--- src/rtl/wts_key_event_scheduler.sv ---
// Per-channel key-event scheduler: holds CPU key commands until the next active strobe,
// turning key_on on a sounding channel into key_off followed by key_on on consecutive strobes.
module wts_key_event_scheduler #(
  parameter int CH     = 5,
  parameter bit RETRIG = 1'b1
) (
  input  logic            clk,
  input  logic            nreset,
  input  logic            active,
  input  logic            wr,
  input  logic [2:0]      wr_ch,
  input  logic [1:0]      wr_cmd,
  input  logic [CH*8-1:0] env_level,
  output logic [CH-1:0]   key_on,
  output logic [CH-1:0]   key_release,
  output logic [CH-1:0]   key_off,
  output logic [CH-1:0]   busy
);

  typedef enum logic [2:0] {
    IDLE, HOLD_ON, HOLD_REL, HOLD_OFF, RETRIG_OFF, RETRIG_ON
  } state_t;

  localparam logic [3:0] CH_W = 4'(CH);

  state_t        state_q [CH];
  state_t        state_d [CH];
  logic [CH-1:0] key_on_d, key_release_d, key_off_d, busy_d;
  logic          wr_ok;

  assign wr_ok = wr && (wr_cmd != 2'd0) && ({1'b0, wr_ch} < CH_W);

  always_comb begin
    key_on_d      = '0;
    key_release_d = '0;
    key_off_d     = '0;
    busy_d        = '0;
    for (int i = 0; i < CH; i++) begin
      state_d[i] = state_q[i];
      if (active) begin
        case (state_q[i])
          HOLD_ON, HOLD_REL, HOLD_OFF: state_d[i] = IDLE;
          RETRIG_OFF:                  state_d[i] = RETRIG_ON;
          RETRIG_ON:                   state_d[i] = IDLE;
          default:                     state_d[i] = state_q[i];
        endcase
      end
      // A write in the consuming cycle overrides; the consumed level is still on the output this cycle.
      if (wr_ok && (wr_ch == 3'(i))) begin
        case (wr_cmd)
          2'd1:    state_d[i] = (RETRIG && (env_level[8*i +: 8] != 8'd0)) ? RETRIG_OFF : HOLD_ON;
          2'd2:    state_d[i] = HOLD_REL;
          default: state_d[i] = HOLD_OFF;
        endcase
      end
      key_on_d[i]      = (state_d[i] == HOLD_ON) || (state_d[i] == RETRIG_ON);
      key_release_d[i] = (state_d[i] == HOLD_REL);
      key_off_d[i]     = (state_d[i] == HOLD_OFF) || (state_d[i] == RETRIG_OFF);
      busy_d[i]        = (state_d[i] != IDLE);
    end
  end

  always_ff @(posedge clk or negedge nreset) begin
    if (!nreset) begin
      for (int i = 0; i < CH; i++) state_q[i] <= IDLE;
      key_on      <= '0;
      key_release <= '0;
      key_off     <= '0;
      busy        <= '0;
    end else begin
      for (int i = 0; i < CH; i++) state_q[i] <= state_d[i];
      key_on      <= key_on_d;
      key_release <= key_release_d;
      key_off     <= key_off_d;
      busy        <= busy_d;
    end
  end

endmodule

--- config.mk ---
export PLATFORM = sky130hd
export DESIGN_NAME = wts_key_event_scheduler
export DESIGN_NICKNAME = d
export VERILOG_FILES = /design/src/rtl/wts_key_event_scheduler.sv
export SDC_FILE = /design/constraint.sdc
export NUM_CORES = 1
export LEC_CHECK = 0
export CAP_MARGIN = 15
export CELL_PAD_IN_SITES_DETAIL_PLACEMENT = 0
export CELL_PAD_IN_SITES_GLOBAL_PLACEMENT = 1
export CORE_MARGIN = 1.5
export CORE_UTILIZATION = 32
export CTS_CLUSTER_DIAMETER = 50
export DETAILED_ROUTE_END_ITERATION = 10
export PLACE_DENSITY_LB_ADDON = 0.15
export SYNTH_ARGS = -nofsm -noshare
export SYNTH_HDL_FRONTEND = slang
export SYNTH_SLANG_ARGS = --single-unit
export TNS_END_PERCENT = 5
--- constraint.sdc ---
create_clock -name clk -period 1.57 [get_ports clk]
set_input_delay 0.314 -clock clk [delete_from_list [all_inputs] [get_ports clk]]
set_output_delay 0.314 -clock clk [all_outputs]
set_load 0.1 [all_outputs]
==> summary by stage <==
Outcome
The flow ran to the end, but the final reports show violations. The checks that failed: setup timing.

Placement
The total placed instance area is 3040 sq um. The total placed cells including tap cells is 342. Routability-driven placement finished with a final weighted congestion of 0.788. Port buffering added 68 buffers. The wire-length estimate of the detail-placed layout is 3.69 mm.

Floorplanning
The region available for standard cell placement spans 5140 sq um. 69 I/O pins were placed. For this configuration, the core starts out at a cell density of 33.2%. In this run the horizontal extent of the chip is 76.0 um. The floorplan step defined a die boundary enclosing 5780 sq um. The floorplan has 26 rows. Measured along the y axis, the die boundary spans 76.0 um.

Timing
After layout, the minimum clock period comes to 1.67 ns. The worst path uses 107% of the clock period. The hold violation total from the final report is 0.

The smallest setup slack after layout is -0.105 ns. The worst setup skew after layout is 0.00522 ns. Setup violations remaining at the end of the flow were counted as 8.

The count of final max-slew check failures is 0. The worst slew slack as a fraction of its limit is 76.7%. Setup repair after global routing could not meet its margin everywhere. For this run, the top clock speed supported by timing is 597 MHz. For the pin with the worst max-slew slack, the measured transition is 0.349 ns.

The final total negative setup slack is -0.335 ns.

Route
The number of nets with antenna violations after routing is 0. The number of design rule violations left after detail routing is 0. The number of DRC markers after the initial detailed-route iteration is 82.

The routed wire length is 4.91 mm. In the routed layout, each cell is associated on average with a via count of 4.75. The overall via count from detail_route is 1,686. In the final routed layout, each cell accounts on average for 13.8 um. Before antenna repair, the detailed router went through 4 iterations.

Job
The number of maximum-capacitance violations is 0.

Critical path
The sum of buffers and inverters on the critical path is 2. The largest single stage delay on the critical path is 0.43 ns. At the worst endpoint, the required time is 1.75 ns. The critical path in this run is classified as in2reg. The worst path arrival time is 1.85 ns. In this run the worst path has a maximum fanout of 4. The worst setup path is launched from an input pin. The worst setup path is captured at a register.

Broken down by cell family, the worst path's largest delay share belongs to simple AND/OR/NAND/NOR gates. The critical path goes through buf_12 -> inv_12 -> ha_4 -> nand2b_4 -> or3b_4 -> a311oi_2 -> a21oi_2 -> or3_1. Among all stages on the critical path, the largest delay is contributed by sky130_fd_sc_hd__or3b_4.

Yosys
The flip-flop and latch count after synthesis is 35. The most instantiated flip-flop cell in the synthesis netlist is sky130_fd_sc_hd__dfrtp_1. The post-synthesis instance area is 1710 sq um. Counting flops with a built-in enable in the synthesized netlist gives 0. By area the synthesized netlist is led by sky130_fd_sc_hd__dfrtp_1, sky130_fd_sc_hd__nand2_1, sky130_fd_sc_hd__mux2i_1, sky130_fd_sc_hd__nor4_1, sky130_fd_sc_hd__ha_1. Counting flops with an async set or reset pin after synthesis yields a share of 100%. Synthesis produced a netlist with a net count of 215. Sorting the synthesized cells by how often they occur yields sky130_fd_sc_hd__dfrtp_1, sky130_fd_sc_hd__nand2_1, sky130_fd_sc_hd__nor4_1.

The portion of synthesized cell area occupied by the leading cell type is 51.3%. In this run, distinct cell masters in the synthesized netlist total 38. Summing the sequential cell areas from Yosys gives 51.3% of the chip area. The mean post-synth cell area is 10.5 sq um.

Of all cell types, the one taking the most synthesized area is sky130_fd_sc_hd__dfrtp_1. sky130_fd_sc_hd__dfrtp_1 is the most common cell in the netlist. The warning count from the yosys run is 0. The synthesized netlist cell count is 162.

Power
In this run the power density over the cells is 1030 nW/um^2. The worst-case IR drop observed on VDD is 1.05 mV. In this run the static leakage power is 1.56 nW.

Clocking
TritonCTS built the clock tree. The later-pin clock latency in the skew report is 0.29 ns. The number of buffers added by the clock tree synthesis step is 5. The maximum number of buffers from clock root to sink is 2. The library cell used as clock root buffer is sky130_fd_sc_hd__clkbuf_8. After clock tree synthesis, the clock-pin slew on the worst setup and hold paths is 0.08 ns. The level count of the clock H-tree is 2.

The number of hold buffers added after cts is 0. The tree built by TritonCTS fans out to 35 sinks.

Finish
The number of fillers in the final layout is 427. After the last flow step, the layout net total stands at 337. In the final layout, the share of cells above drive strength 1 is 44.6%.

Leaving out filler cells and counting taps, the final layout contains 355. The register area is 876 sq um. The number of inserted diodes is 0. The multi-input combinational cells in the finished layout cover a total of 1010 sq um. With fillers left out, the area of the finished cells amounts to 3390 sq um.

The final core utilization is 65.9%. The area added between synthesis and finish is 98.6%.

GRT
The initial antenna violation count was 0. The first global-routing pass estimated 8.30 mm of wire. The total congestion overflow is 0. Entering global routing, the biggest net connects 36 pins.

The global router's overall resource usage is 18.2%. The number of global-route vias before repair is 1,783.

Hold path
The classification of the worst-slack hold path is in2async.
==> routing by layer <==
metal	vias to the layer above	track usage, %	share of wire [%]
met5	-	0	0
met4	0	7.41	1.8
met3	9	5.03	4.7
met2	35	31.3	52
met1	807	21.4	42
li1	835	-	-
==> path summary, 6_finish.rpt <==
path	start	end	slack (ns)	cells past startpoint
min in group clk	env_level[14]	state_q[11]$_DFF_PN0_	0.45	4
hold / removal	nreset	key_on[0]$_DFF_PN0_	0.38	2
setup / recovery	wr_cmd[1]	busy[2]$_DFF_PN0_	-0.10	8
hold reg to reg	state_q[8]$_DFF_PN0_	state_q[8]$_DFF_PN0_	0.61	1
setup reg to reg	state_q[5]$_DFF_PN0_	busy[3]$_DFF_PN0_	0.10	5
max in group asynchronous	nreset	key_release[4]$_DFF_PN0_	1.00	2
==> sequential cells by signal, indices dropped and copies added (netlist names) <==
name and count:
key_off 5, state_q 15, busy 5, key_release 5, key_on 5
==> stage by stage <==
step                      hold WS (ns)  worst slack (ns)  power (mW)
after floorplan                 0.0184            -0.278        2.03
after global placement           0.588            -0.913        2.79
after detailed placement         0.590            -0.952        2.80
after CTS                        0.385            -0.143        3.49
after global routing             0.400            -0.143        3.63
final                            0.382            -0.105        3.49
==> cells in the final DEF, fill, tap and decap left out, types with 4 or more instances in the layout <==
cell / instances
sky130_fd_sc_hd__or3_1: 6
sky130_fd_sc_hd__nand2b_1: 4
sky130_fd_sc_hd__nor4_2: 8
sky130_fd_sc_hd__buf_12: 22
sky130_fd_sc_hd__dfrtp_1: 35
sky130_fd_sc_hd__buf_6: 4
sky130_fd_sc_hd__mux2i_1: 6
sky130_fd_sc_hd__dlymetal6s2s_1: 9
sky130_fd_sc_hd__clkdlybuf4s50_1: 32
sky130_fd_sc_hd__and2_1: 4
sky130_fd_sc_hd__clkbuf_2: 4
sky130_fd_sc_hd__nand2_1: 18
sky130_fd_sc_hd__clkbuf_8: 5
sky130_fd_sc_hd__buf_4: 45
sky130_fd_sc_hd__o21ai_0: 6
sky130_fd_sc_hd__a21oi_1: 4
sky130_fd_sc_hd__nand3b_1: 6
==> cell families after synthesis <==
kind of cell / share of synthesized area [%]
fa+ha+maj: 2.93
buf+inv: 2.05
flops: 51.3
compound gates: 11.9
simple gates: 25.1
mux: 6.74
==> report_power, final <==
group          leakage, nW  switching (mW)  internal [mW]
sequential           0.471           0.115           1.04
combinational         1.05           0.978          0.704
clock               0.0412           0.341          0.310
total                 1.56            1.43           2.05
==> final cells by class <==
cell class / instances / share of cell area, %
timing repair buffer: 117 / 37.9
multi-input combinational: 118 / 29.8
sequential: 35 / 25.8
tap: 70 / 2.58
clock buffer: 6 / 2.14
inverter: 7 / 1.29
clock inverter: 2 / 0.369
==> what timing repair did <==
action / 4_1_cts / 5_1_grt
gates resized for setup: 40 / 37
pin swaps: 11 / 14
setup buffers: 3 / 3
setup endpoints to repair: 35 / 19
(Power assumes the default switching activity.)
